$ cat src/rtl/anim_scheduler.sv
// anim_scheduler: round-robin request scheduler for the cat/dog/mouse
// dot-matrix animation. Detects button rising edges, queues them as pending
// requests, grants one at a time and steps the granted animal through its
// four frames, driving mode = {animal, frame} and the per-animal side state.
//
// Build option: ANIM_SCHED_QUEUE_EN
//   defined   - edges arriving while busy are queued in the pending mask
//   undefined - edges arriving while busy are discarded and pulse drop
module anim_scheduler #(
    parameter int STEP_DIV = 1000,
    parameter int CNT_W    = 10
) (
    input  logic       clk1khz,
    input  logic       rst_n,
    input  logic       off,
    input  logic       cat,
    input  logic       dog,
    input  logic       mouse,
    output logic [3:0] mode,
    output logic       busy,
    output logic       done,
    output logic       drop,
    output logic [2:0] side
);

    typedef enum logic [1:0] {
        S_IDLE = 2'd0,
        S_LOAD = 2'd1,
        S_STEP = 2'd2,
        S_DONE = 2'd3
    } state_t;

    state_t             r_state;
    state_t             w_state_next;

    logic [2:0]         w_in;
    logic [2:0]         r_in_q;
    logic [2:0]         w_edge;
    logic [2:0]         w_edge_acc;
    logic               w_edge_drop;

    logic [2:0]         r_pend;
    logic [1:0]         r_ptr;
    logic [1:0]         r_anim;
    logic [3:0]         r_mode;
    logic [2:0]         r_side;
    logic [CNT_W-1:0]   r_cnt;
    logic               r_drop;

    logic               w_busy;
    logic               w_grant;
    logic [1:0]         w_gnt_idx;
    logic [2:0]         w_gnt_mask;
    logic [1:0]         w_ptr_after;
    logic [2:0]         w_anim_mask;
    logic               w_anim_side;
    logic               w_cnt_last;
    logic               w_frame_end;

    assign w_in   = {mouse, dog, cat};
    assign w_busy = (r_state != S_IDLE);

    // Per-animal rising-edge detect; edges are masked while off is asserted
    genvar gi;
    generate
        for (gi = 0; gi < 3; gi++) begin : g_edge
            assign w_edge[gi] = w_in[gi] & ~r_in_q[gi] & ~off;
        end
    endgenerate

`ifdef ANIM_SCHED_QUEUE_EN
    assign w_edge_acc  = w_edge;
    assign w_edge_drop = 1'b0;
`else
    assign w_edge_acc  = w_busy ? 3'b000 : w_edge;
    assign w_edge_drop = w_busy & (|w_edge);
`endif

    // Input history tracks the buttons even in reset/off, so a button held
    // through reset does not look like a fresh press afterwards
    always_ff @(posedge clk1khz) begin
        r_in_q <= w_in;
    end

    // Round-robin pick: first pending bit at or after the pointer
    always_comb begin
        w_gnt_idx = 2'd0;
        case (r_ptr)
            2'd1: begin
                if (r_pend[1])      w_gnt_idx = 2'd1;
                else if (r_pend[2]) w_gnt_idx = 2'd2;
                else                w_gnt_idx = 2'd0;
            end
            2'd2: begin
                if (r_pend[2])      w_gnt_idx = 2'd2;
                else if (r_pend[0]) w_gnt_idx = 2'd0;
                else                w_gnt_idx = 2'd1;
            end
            default: begin
                if (r_pend[0])      w_gnt_idx = 2'd0;
                else if (r_pend[1]) w_gnt_idx = 2'd1;
                else                w_gnt_idx = 2'd2;
            end
        endcase
    end

    assign w_grant     = (r_state == S_IDLE) && (|r_pend);
    assign w_gnt_mask  = 3'b001 << w_gnt_idx;
    assign w_ptr_after = (w_gnt_idx == 2'd2) ? 2'd0 : w_gnt_idx + 2'd1;

    assign w_anim_mask = 3'b001 << r_anim;
    assign w_anim_side = |(r_side & w_anim_mask);
    assign w_cnt_last  = (r_cnt == CNT_W'(STEP_DIV - 1));
    // Right-side animals play backwards, so their last frame is 00
    assign w_frame_end = w_anim_side ? (r_mode[1:0] == 2'b00)
                                     : (r_mode[1:0] == 2'b11);

    // State register; reset and off both return to IDLE
    always_ff @(posedge clk1khz) begin
        if (!rst_n || off) begin
            r_state <= S_IDLE;
        end else begin
            r_state <= w_state_next;
        end
    end

    // Next-state logic
    always_comb begin
        w_state_next = r_state;
        case (r_state)
            S_IDLE: if (w_grant) w_state_next = S_LOAD;
            S_LOAD: w_state_next = S_STEP;
            S_STEP: if (w_cnt_last && w_frame_end) w_state_next = S_DONE;
            S_DONE: w_state_next = S_IDLE;
            default: w_state_next = S_IDLE;
        endcase
    end

    // Datapath: pending mask, pointer, frame counter, mode word and sides.
    // mode is written as a whole word so animal and frame never disagree.
    always_ff @(posedge clk1khz) begin
        if (!rst_n || off) begin
            r_pend <= 3'b000;
            r_anim <= 2'd0;
            r_mode <= 4'b1100;
            r_side <= 3'b000;
            r_cnt  <= '0;
            r_drop <= 1'b0;
            // off keeps the fairness pointer; only a true reset clears it
            if (!rst_n) begin
                r_ptr <= 2'd0;
            end
        end else begin
            r_drop <= w_edge_drop;
            // Grant clears first, then a same-cycle edge sets again (edge wins)
            r_pend <= (r_pend & ~(w_grant ? w_gnt_mask : 3'b000)) | w_edge_acc;
            if (w_grant) begin
                r_ptr  <= w_ptr_after;
                r_anim <= w_gnt_idx;
            end
            case (r_state)
                S_LOAD: begin
                    r_mode <= {r_anim, (w_anim_side ? 2'b11 : 2'b00)};
                    r_cnt  <= '0;
                end
                S_STEP: begin
                    if (w_cnt_last) begin
                        r_cnt <= '0;
                        if (w_frame_end) begin
                            r_side <= r_side ^ w_anim_mask;
                        end else if (w_anim_side) begin
                            r_mode <= {r_mode[3:2], r_mode[1:0] - 2'd1};
                        end else begin
                            r_mode <= {r_mode[3:2], r_mode[1:0] + 2'd1};
                        end
                    end else begin
                        r_cnt <= r_cnt + CNT_W'(1);
                    end
                end
                default: ;
            endcase
        end
    end

    assign mode = r_mode;
    assign busy = w_busy;
    assign done = (r_state == S_DONE);
    assign drop = r_drop;
    assign side = r_side;

endmodule

$ cat config.mk
export PLATFORM = sky130hd
export DESIGN_NAME = anim_scheduler
export DESIGN_NICKNAME = d
export VERILOG_FILES = /design/src/rtl/anim_scheduler.sv
export SDC_FILE = /design/constraint.sdc
export NUM_CORES = 1
export LEC_CHECK = 0
export CAP_MARGIN = 10
export CORE_MARGIN = 4
export CORE_UTILIZATION = 23
export CTS_BUF_LIST = sky130_fd_sc_hd__clkbuf_4
export CTS_CLUSTER_DIAMETER = 60
export DETAILED_ROUTE_END_ITERATION = 16
export DONT_BUFFER_PORTS = 1
export PLACE_DENSITY_LB_ADDON = 0.05
export SETUP_SLACK_MARGIN = 0.5
export SLEW_MARGIN = 20
export SYNTH_ARGS = -nofsm -noshare
export SYNTH_HDL_FRONTEND = slang
export SYNTH_SLANG_ARGS = --single-unit
export TNS_END_PERCENT = 10
$ cat constraint.sdc
create_clock -name clk1khz -period 2.2 [get_ports clk1khz]
set_input_delay 0.33 -clock clk1khz [delete_from_list [all_inputs] [get_ports clk1khz]]
set_output_delay 0.33 -clock clk1khz [all_outputs]
set_load 0.005 [all_outputs]
==> results of run 1 <==
## cell usage after synthesis, types with 2 or more instances
cell	instances	area (sq um)
edfxtp_1	2	60.06
nor2_1	20	75.07
ha_1	13	162.7
nor2b_1	4	25.02
nand2b_1	4	25.02
a32oi_1	2	17.52
a211oi_1	4	30.03
buf_2	4	20.02
a31oi_1	3	18.77
o31ai_1	4	30.03
nand2_1	15	56.30
xnor2_1	4	35.03
xor2_1	3	26.28
and4_1	2	17.52
clkbuf_1	3	11.26
nand3_1	4	20.02
nand4_1	3	18.77
a41oi_1	2	17.52
inv_1	11	41.29
a22oi_1	2	15.01
nand4b_1	5	43.79
a21oi_1	10	50.05
nor3_1	5	25.02
o21ai_0	4	20.02
dfxtp_1	28	560.5
and3_1	2	12.51
## worst min-delay path by stage
stage / start / end / slack (ps) / cells after the start
6_report: dog / r_pend[1] / 180 / 2
2_1_floorplan: cat / r_in_q[0] / 360 / 0
3_5_place_dp: mouse / r_in_q[2] / 360 / 0
3_3_place_gp: mouse / r_in_q[2] / 360 / 0
5_1_grt: cat / r_pend[0] / 180 / 2
4_1_cts: dog / r_pend[1] / 150 / 2
## routing by layer
layer	vias up	wire, um	track usage
met4	0	80	0.04899
met1	645	1934	0.1384
met5	-	0	0
met3	6	142	0.02900
li1	672	-	-
met2	19	1836	0.1558
## area by class of cell
| class | instances | area [sq um] | area share |
|---|---|---|---|
| Tap cell | 96 | 120.1 | 0.06122 |
| Multi-Input combinational cell | 133 | 1028 | 0.5242 |
| Clock buffer | 6 | 45.04 | 0.02296 |
| Clock inverter | 2 | 8.758 | 0.004464 |
| Inverter | 11 | 41.29 | 0.02105 |
| Timing Repair Buffer | 11 | 90.09 | 0.04592 |
| Sequential cell | 30 | 628.1 | 0.3202 |
## layout by cell type (no fill, tap or decap), types with 3 or more instances in the layout
master,count
xnor2_1,4
o21ai_0,4
ha_1,5
nor2_1,20
a211oi_1,4
dlygate4sd3_1,3
ha_4,4
inv_1,8
clkbuf_4,6
nor3_1,5
xor2_1,3
nand4_1,3
nand2_1,13
inv_2,3
a21oi_1,8
a31oi_1,3
nand3_1,4
dfxtp_1,26
o31ai_1,4
ha_2,4
buf_4,8
nand4b_1,5
nor2b_1,3
## power groups by stage
stage	registers, mW	logic [mW]	clock network, mW
after floorplan	0.581	0.0858	0
after global placement	0.584	0.111	0
after detailed placement	0.584	0.112	0
after CTS	0.571	0.137	0.353
after global routing	0.573	0.187	0.381
final	0.571	0.165	0.324
## flip-flops by register name (all words and copies together), names as in the netlist
register and cells:
r_state 2, r_pend 3, r_anim 2, mode 4, r_ptr 2, drop 1
side 3, r_in_q 3, r_cnt 10
## stage by stage
step                cells  setup WS, ps  hold WS, ps  instance area (sq um)
floorplan             181         474.2        357.7                   1615
global placement      272         298.9        357.9                   1722
detailed placement    272         280.2        357.9                   1722
CTS                   288         402.0        154.0                   1896
global route          289         269.3        176.3                   1962
finish                289         378.7        175.0                   1962
## worst reg2reg max path, delay by kind of cell (launching register included)
| kind | cells | cell delay [ps] |
|---|---|---|
| adder cells (fa/ha/maj) | 2 | 570 |
| flip-flops | 1 | 440 |
| AO/OA/AOI/OAI | 2 | 300 |
| AND/OR/NAND/NOR | 2 | 170 |
| buffers and inverters | 1 | 80 |
## what timing repair did
item | CTS | global route
pin swaps | 6 | 4
hold buffers | 3 | 0
gates resized for setup | 14 | 12
endpoints found under the setup margin | 11 | 17
cloned | 1 | 0
buffers inserted | 4 | 1
endpoints found under the hold margin | 3 | 0
## logic make-up after synthesis
family	share of synthesized area
compound gates	0.1701
xor+xnor	0.03822
fa+ha+maj	0.1014
buf+inv	0.04836
flops	0.3869
mux	0.02028
simple gates	0.2348
==> impl_results.md, run 1 <==
* Outcome: finished clean
* Layout cells sized above 1 at 0.2176
* Cells along the critical path: ha_4 -> nand3b_1 -> a21oi_2 -> a21oi_4 -> inv_2 -> ha_4 -> nor3_1
* Initial core utilization at 0.2361
* Asr flop ratio synth at 0
* RSZ-0062 raised after global routing: true
* Post-synthesis area per instance at 8.862 sq um
* Max Clock Freq at 0.5491 GHz
* Synth cell types at 44
* I/O pin count at 16
* CP Launch Type: flop
* Setup crit end: r_ptr[1]
* Antenna violations before repair at 0
* DR iter-0 viols at 59
* Routability congestion estimate at between 0.6 and 0.7
* NumNets Final at 211
* Post-route DRC at 0
* Seq/Total Area, Yosys at 0.3869
* Final WL at 3993 um
* Worst path bufs/invs at 1
* Via count at 1342
* GRT Total Usage at 0.1045
* Final core occ at 0.2888
* Diode count at 0
* Final min period at 1821 ps
* Buffers on Ports at 0
* Clock tree buffer depth at 2
* Per-cell routed wire length at roughly 14 um
* Setup Viol. Count Final at 0
* Area Growth Syn to Fin at 22.31%
* Slew Viols, Final at 0
* Worst-Skew Late Latency at 320 ps
* Post-DRT Antenna Nets at 0
* EDFF count, synth at 2
* Reg2reg path depth at 7
* Clock power share at 0.306
* Worst setup EP type: flop
* Mapped Nets at 200
* GRT Residual Overflow at 0
* Total power after layout at 1.060 mW
* Clk slew on worst S/H paths at 100 ps
* Vias in the first global route at 1335
* Slew of the pin with the lowest slew margin at 756.5 ps
* Flop-to-flop setup slack at around 380 ps
* Setup tns final at 0 ps
* Root Buffer: clkbuf_4
* Most frequent CP cell: ha_4
* Synth Flop Type: dfxtp_1
* Worst EP required at 2250 ps
* Critical path depth at 7
* Die height at around 92 um
* Largest net degree at the start of global routing at 18
* Worst flop-to-flop path endpoint: r_ptr[1]
* Reg-to-Reg Start: r_ptr[1]
* Worst-path fanout max at 4
* Switching power total at between 0.2 and 0.3 mW
* Synth warnings at 0
* Sequential share of power at 0.538
* Rows at 30
* Worst Clk Skew at 8.187 ps
* #FFs+latches synth at 30
* Filler Cells Inserted at 710
* DR vias/cell at 4.644
* HP Class: input port to flop
* CP startpoint: r_ptr[1]
* Global-route wire length before repair at about 6800 um
* P_leak at between 0.6 and 0.7 nW
* Worst relative slew slack at 0.4957
* Sink Count at 30
* First drt pass iteration count at 4
* Max_cap viols at 0
* CTS tree: yes
* Critical path arrival at 1870 ps
* Fin crit share at 0.8279
* Hold Violations, Final at 0
* Net Sw Frac at 0.2739
* P_int at 0.7698 mW
* Die area at approximately 8400 sq um
* Synthesized netlist cell count at about 180
* Die X-Extent at around 92 um
* Critical path type: flop to flop
* Comb pwr share at 0.156
* Critical path's top delay family: adder cells
* CTS buffer count at 5
* Core ar. at 6794 sq um
* CP max-delay cell: edfxtp_1
* CP peak stage delay at 440 ps
* HPWL after detailed placement at 2860 um
* Cell Pwr Density at between 500 and 600 nW/um^2
* Peak VDD IR at roughly 0.00021 V
* H-Tree Level Count at 2
* Synthesized cell area at 1604 sq um
Power figures use the tool's default switching activity.
==> inputs of run 2 (changes only) <==
- ABC_AREA: default -> 1
- clock period: 2.2 -> 1.76 ns (I/O delays scaled with it)
==> run 2 against run 1 <==
Global-route usage fell by 0.61 points; fmax rose by 12%; sequential cell count did not move; combinational power rose by 79%; sequential share of layout area fell by 0.57 points.
==> impl_results.md, run 2 <==
* Setup Viol. Count Final at 0 (unchanged)
* Max Clock Freq at 0.6147 GHz (was 0.5491 GHz)
* RSZ-0062 raised after global routing: true (unchanged)
* Root Buffer: clkbuf_4 (unchanged)
* Core ar. at 6756 sq um (was 6794 sq um)
* Setup tns final at 0 ps (unchanged)
* Filler Cells Inserted at 766 (was 710)
* Synth Flop Type: dfxtp_1 (unchanged)
* Met2 routed WL at 1780 um (was 1836 um)
* Register Area at 624.3 sq um (was 628.1 sq um)
* Biggest register: r_cnt (unchanged)
* Worst-Skew Late Latency at 340 ps (was 320 ps)
* Hold Violations, Final at 0 (unchanged)
* Post-DRT Antenna Nets at 0 (unchanged)
* Buffers on Ports at 0 (unchanged)
* Sink Count at 30 (unchanged)
* Rows at 30 (unchanged)
* Area contributors post-synth: dfxtp_1 (35%), ha_1 (10%), nand2_1 (8.5%) (was dfxtp_1 (35%), ha_1 (10%), nor2_1 (4.7%))
* DR vias/cell at 4.297 (was 4.644)
* Die X-Extent at 91.22 um (was 91.51 um)
* Final WL at 3813 um (was 3993 um)
* Uppermost layer routed: met4 (unchanged)
* GRT Residual Overflow at 0 (unchanged)
* CP Launch Type: flop (unchanged)
* Per-cell routed wire length at 12.07 um (was 13.82 um)
* Peak VDD IR at 0.0002096 V (was 0.0002089 V)
* H-Tree Level Count at 2 (unchanged)
* Die area at 8320 sq um (was 8374 sq um)
* Asr flop ratio synth at 0 (unchanged)
* Most frequent cells in the layout: nor2_1 (32), nand2_1 (31), inv_1 (25), dfxtp_1 (25) (was dfxtp_1 (26), nor2_1 (20), nand2_1 (13))
* Seq/Total Area, Yosys at 0.3896 (was 0.3869)
* M1 WL at 1839 um (was 1934 um)
* Via count at 1358 (was 1342)
* Clock tree buffer depth at 2 (unchanged)
* #FFs+latches synth at 30 (unchanged)
* Die height at 91.22 um (was 91.51 um)
* Final min period at 1627 ps (was 1821 ps)
* Critical path type: flop to flop (unchanged)
* Worst Hold Endpoint: r_pend[0] (was r_pend[1])
* Post-synthesis area per instance at 7.408 sq um (was 8.862 sq um)
* Routability congestion estimate at 0.7467 (was 0.6939)
* I/O pin count at 16 (unchanged)
* Worst setup EP type: flop (unchanged)
* Slew Viols, Final at 0 (unchanged)
* CTS buffer count at 5 (unchanged)
* Cell Pwr Density at 730.2 nW/um^2 (was 540.4 nW/um^2)
* Initial core utilization at 0.2357 (was 0.2361)
* Post-route DRC at 0 (unchanged)
* Routed wl met3 at 137 um (was 142 um)
* Critical path arrival at 1720 ps (was 1870 ps)
* Post-synth top cells: nand2_1 (36), nor2_1 (33), inv_1 (31), dfxtp_1 (28) (was dfxtp_1 (28), nor2_1 (20), nand2_1 (15), ha_1 (13), inv_1 (11))
* Worst Clk Skew at 15.79 ps (was 8.187 ps)
* Final core occ at 0.2939 (was 0.2888)
* Worst flop-to-flop path endpoint: r_ptr[1] (unchanged)
* Vias in the first global route at 1351 (was 1335)
* Worst relative slew slack at 0.7912 (was 0.4957)
* Worst hold start: cat (was dog)
* Antenna violations before repair at 0 (unchanged)
* Clk slew on worst S/H paths at 90 ps (was 100 ps)
* GRT Total Usage at 0.09844 (was 0.1045)
* Area leader, netlist: dfxtp_1 (unchanged)
* Diode count at 0 (unchanged)
* Area Growth Syn to Fin at 24.67% (was 22.31%)
* Max_cap viols at 0 (unchanged)
* Synthesized netlist cell count at 215 (was 181)
* Synth cell types at 27 (was 44)
* NumNets Final at 254 (was 211)
* HP Class: input port to flop (unchanged)
* Worst EP required at 1850 ps (was 2250 ps)
* Mapped Nets at 234 (was 200)
* P_leak at 0.8178 nW (was 0.6651 nW)
* Flop-to-flop setup slack at 130 ps (was 380 ps)
* Outcome: finished clean (unchanged)
* Layout cells sized above 1 at 0.2585 (was 0.2176)
* HPWL after detailed placement at 2830 um (was 2860 um)
* DR iter-0 viols at 28 (was 59)
* Most common cell in the synthesized netlist: nand2_1 (was dfxtp_1)
* CTS tree: yes (unchanged)
* First drt pass iteration count at 3 (was 4)
* Worst Hold Depth at 2 (unchanged)
* Reg-to-Reg Start: r_ptr[1] (unchanged)
* Synthesized cell area at 1593 sq um (was 1604 sq um)
* Yosys top cell area share at 0.3519 (was 0.3495)
* Largest net degree at the start of global routing at 10 (was 18)
* Most common cell after layout, fill and taps aside: nor2_1 (was dfxtp_1)
* Number of flip-flops in the largest register at 10 (unchanged)
* Fin crit share at 0.9243 (was 0.8279)
* EDFF count, synth at 2 (unchanged)
* Reg2reg path depth at 7 (unchanged)
* Synth warnings at 0 (unchanged)
* Slew of the pin with the lowest slew margin at 310.0 ps (was 756.5 ps)
* Worst-path fanout max at 3 (was 4)
* Multi-input gate area at 950.9 sq um (was 1028 sq um)
* Global-route wire length before repair at 6472 um (was 6789 um)
-- run 2: kinds of logic after synthesis --
family          count (synthesis)  synth area share
simple gates                  101            0.2875
compound gates                 30            0.1021
fa+ha+maj                      13            0.1021
flops                          30            0.3896
buf+inv                        35           0.08562
xor+xnor                        6           0.03299
-- run 2: worst max-delay path by stage --
stage / start / endpoint / slack, ps / cells past startpoint
CTS: r_ptr[1] / r_ptr[1] / 140 / 7
detailed placement: r_anim[0] / mode[1] / 100 / 11
floorplan: r_ptr[1] / r_ptr[1] / 150 / 7
global route: r_ptr[1] / r_ptr[1] / 80 / 7
finish: r_ptr[1] / r_ptr[1] / 130 / 7
global placement: r_anim[0] / mode[1] / 100 / 11
-- run 2: layout make-up --
| cell class | count | area share |
|---|---|---|
| Clock buffer | 6 | 0.02268 |
| Inverter | 32 | 0.06112 |
| Tap cell | 80 | 0.05041 |
| Multi-Input combinational cell | 150 | 0.4789 |
| Clock inverter | 2 | 0.004411 |
| Timing Repair Buffer | 16 | 0.06805 |
| Sequential cell | 30 | 0.3144 |
-- run 2: per-layer routing --
layer | vias up | GRT usage
met1 | 612 | 0.1212
met5 | - | 0
met4 | 0 | 0.03769
met2 | 14 | 0.1600
li1 | 727 | -
met3 | 5 | 0.03065
-- run 2: metrics by stage --
| stage | total power, mW | hold slack [ps] | setup WS (ps) | cell area [sq um] | std cells |
|---|---|---|---|---|---|
| after CTS | 1.455 | 82.68 | 141.6 | 1926 | 314 |
| after global routing | 1.545 | 80.12 | 79.69 | 1986 | 316 |
| after detailed placement | 0.9748 | 291.8 | 103.4 | 1748 | 298 |
| after floorplan | 0.9012 | 291.7 | 146.3 | 1618 | 215 |
| final | 1.450 | 98.05 | 133.3 | 1986 | 316 |
| after global placement | 0.9792 | 291.8 | 100.2 | 1748 | 298 |
-- run 2: what timing repair did --
action                                 in CTS  in global routing
setup endpoints to repair                  27                 30
pin swaps                                   8                 11
gates resized for setup                    19                 13
hold buffers                                3                  0
setup buffers                               5                  2
endpoints found under the hold margin       3                  0
-- run 2: report_power, final --
part,total (mW),switching [mW],internal [mW]
clock network,0.430,0.264,0.166
registers,0.724,0.0165,0.708
logic,0.296,0.167,0.129
total,1.45,0.447,1.00
-- run 2: worst max-delay path, cell delays in order, from the launching register on --
cell      delay (ps)
edfxtp_1         440
ha_4             310
inv_2             40
nor3_2            90
a21o_1           140
inv_2             70
ha_4             260
nor3_2            30
==> inputs of run 3 (changes only) <==
- CELL_PAD_IN_SITES_DETAIL_PLACEMENT: default -> 0
- CELL_PAD_IN_SITES_GLOBAL_PLACEMENT: default -> 1
==> run 3 against run 2 <==
Via count up 2.9%; utilization is 0.33 points higher; non-clock buffer count fell by 2; cell count shrank 0.63%; hold slack improved by 4.8 ps; die area did not move; clock-buffer cell count unchanged; largest cell class unchanged; largest power group unchanged.
==> impl_results.md, run 3 (synthesis gave the netlist of run 2 again) <==
* HP Class: input port to flop (unchanged)
* Non-filler cells, final at 314 (was 316)
* Die height at 91.22 um (unchanged)
* Clock tree buffer depth at 2 (unchanged)
* Worst-Skew Late Latency at 330 ps (was 340 ps)
* Placed insts at 297 (was 298)
* Rows at 30 (unchanged)
* DR iter-0 viols at 29 (was 28)
* Worst Hold Endpoint: r_pend[0] (unchanged)
* Flop-to-flop setup slack at 90 ps (was 130 ps)
* Area Growth Syn to Fin at 26.08% (was 24.67%)
* Most common cell after layout, fill and taps aside: nand2_1 (was nor2_1)
* I/O pin count at 16 (unchanged)
* Cell Pwr Density at 709.7 nW/um^2 (was 730.2 nW/um^2)
* Max_cap viols at 0 (unchanged)
* Peak VDD IR at 0.0002042 V (was 0.0002096 V)
* Worst hold start: cat (unchanged)
* CTS buffer count at 5 (unchanged)
* Reg2reg path depth at 7 (unchanged)
* Worst relative slew slack at 0.7399 (was 0.7912)
* Final min period at 1668 ps (was 1627 ps)
* CTS tree: yes (unchanged)
* Post-route DRC at 0 (unchanged)
* Max Clock Freq at 0.5995 GHz (was 0.6147 GHz)
* Antenna violations before repair at 0 (unchanged)
* Critical path arrival at 1770 ps (was 1720 ps)
* Clk slew on worst S/H paths at 100 ps (was 90 ps)
* Global-route wire length before repair at 6796 um (was 6472 um)
* Worst Clk Skew at 9.876 ps (was 15.79 ps)
* Worst setup EP type: flop (unchanged)
* Core ar. at 6756 sq um (unchanged)
* Buffers on Ports at 0 (unchanged)
* NumNets Final at 252 (was 254)
* Setup Viol. Count Final at 0 (unchanged)
* Per-cell routed wire length at 12.54 um (was 12.07 um)
* Hold Violations, Final at 0 (unchanged)
* Largest net degree at the start of global routing at 11 (was 10)
* Worst-path fanout max at 3 (unchanged)
* Routability congestion estimate at 0.7665 (was 0.7467)
* Die area at 8320 sq um (unchanged)
* Post-DRT Antenna Nets at 0 (unchanged)
* GRT Residual Overflow at 0 (unchanged)
* Via count at 1397 (was 1358)
* CP Launch Type: flop (unchanged)
* Die X-Extent at 91.22 um (unchanged)
* Critical path type: flop to flop (unchanged)
* Number of flip-flops in the largest register at 10 (unchanged)
* H-Tree Level Count at 2 (unchanged)
* Fin crit share at 0.9478 (was 0.9243)
* Initial core utilization at 0.2357 (unchanged)
* Hold slack at 102.8 ps (was 98.05 ps)
* Root Buffer: clkbuf_4 (unchanged)
* Worst flop-to-flop path endpoint: r_ptr[1] (unchanged)
* Diode count at 0 (unchanged)
* Sink Count at 30 (unchanged)
* DR vias/cell at 4.449 (was 4.297)
* RSZ-0062 raised after global routing: true (unchanged)
* Slew Viols, Final at 0 (unchanged)
* GRT Total Usage at 0.1045 (was 0.09844)
* Vias in the first global route at 1399 (was 1351)
* Worst EP required at 1860 ps (was 1850 ps)
* Reg-to-Reg Start: r_ptr[1] (unchanged)
* Biggest register: r_cnt (unchanged)
* Slew of the pin with the lowest slew margin at 389.7 ps (was 310.0 ps)
* Outcome: finished clean (unchanged)
* Worst Hold Depth at 2 (unchanged)
* P_leak at 0.8117 nW (was 0.8178 nW)
* Layout cells sized above 1 at 0.2607 (was 0.2585)
* HPWL after detailed placement at 2931 um (was 2830 um)
* Final WL at 3937 um (was 3813 um)
* First drt pass iteration count at 4 (was 3)
* Most frequent cells in the layout: nand2_1 (33), nor2_1 (30), inv_1 (25) (was nor2_1 (32), nand2_1 (31), inv_1 (25), dfxtp_1 (25))
* Setup tns final at 0 ps (unchanged)
-- run 3: changes by cell type in the layout (fill, tap and decap cells not counted), moves of 2 or more --
cell / change
dfxtp_2: -2
dfxtp_4: +3
nand2_1: +2
nand2_2: -3
nand3_1: -2
nand3_4: +2
nor2_1: -2
-- run 3: what timing repair did --
action,4_1_cts,5_1_grt
pin swaps,4,10
setup buffers,1,5
setup endpoints to repair,29,30
hold buffers,3,0
resized for setup,6,34
endpoints found under the hold margin,3,0
-- run 3: report_power, final --
part	internal, mW	leakage (nW)	switching [mW]	total [mW]
combinational	0.126	0.528	0.163	0.288
sequential	0.704	0.251	0.0183	0.722
clock	0.165	0.0331	0.249	0.414
-- run 3: how the worst max path moves through the flow --
stage             start  endpoint  slack, ps  cells after the start
6_report       r_ptr[1]  r_ptr[1]         90                      7
5_1_grt        r_ptr[1]  r_ptr[1]          6                      7
4_1_cts        r_ptr[1]  r_ptr[1]        120                      7
3_5_place_dp   r_ptr[1]  r_ptr[1]         -4                      8
3_3_place_gp   r_ptr[1]  r_ptr[1]        -40                      8
2_1_floorplan  r_ptr[1]  r_ptr[1]        150                      7
-- run 3: per-layer routing --
layer	GRT usage	routed length, um	vias up
li1	-	-	723
met1	0.1244	1768	646
met2	0.1717	1904	19
met3	0.03894	196	9
met4	0.03769	69	0
met5	0	0	-
-- run 3: critical path: stages (launching register included) --
cell	delay [ps]
edfxtp_1	440
ha_4	310
inv_2	40
nor3_2	110
a21o_1	170
inv_2	80
ha_4	260
nor3_2	40
-- run 3: area by class of cell --
cell class	instances	area, sq um
clock buffers	6	45.04
clock inverters	2	8.758
fillers	754	4748
inverters	32	121.4
multi-input cells	150	983.4
flip-flops and latches	30	633.1
well taps	80	100.1
repair buffers	14	116.4
-- run 3: per-stage QoR --
| step | utilization | power, mW | worst slack, ps | cell area, sq um |
|---|---|---|---|---|
| 2_1_floorplan | - | 0.9012 | 146.3 | 1618 |
| 3_3_place_gp | 0.2576 | 0.9708 | -36.05 | 1740 |
| 3_5_place_dp | 0.2576 | 0.9734 | -4.464 | 1740 |
| 4_1_cts | 0.2744 | 1.426 | 115.9 | 1854 |
| 5_1_grt | 0.2972 | 1.525 | 6.015 | 2008 |
| 6_report | 0.2972 | 1.425 | 91.88 | 2008 |
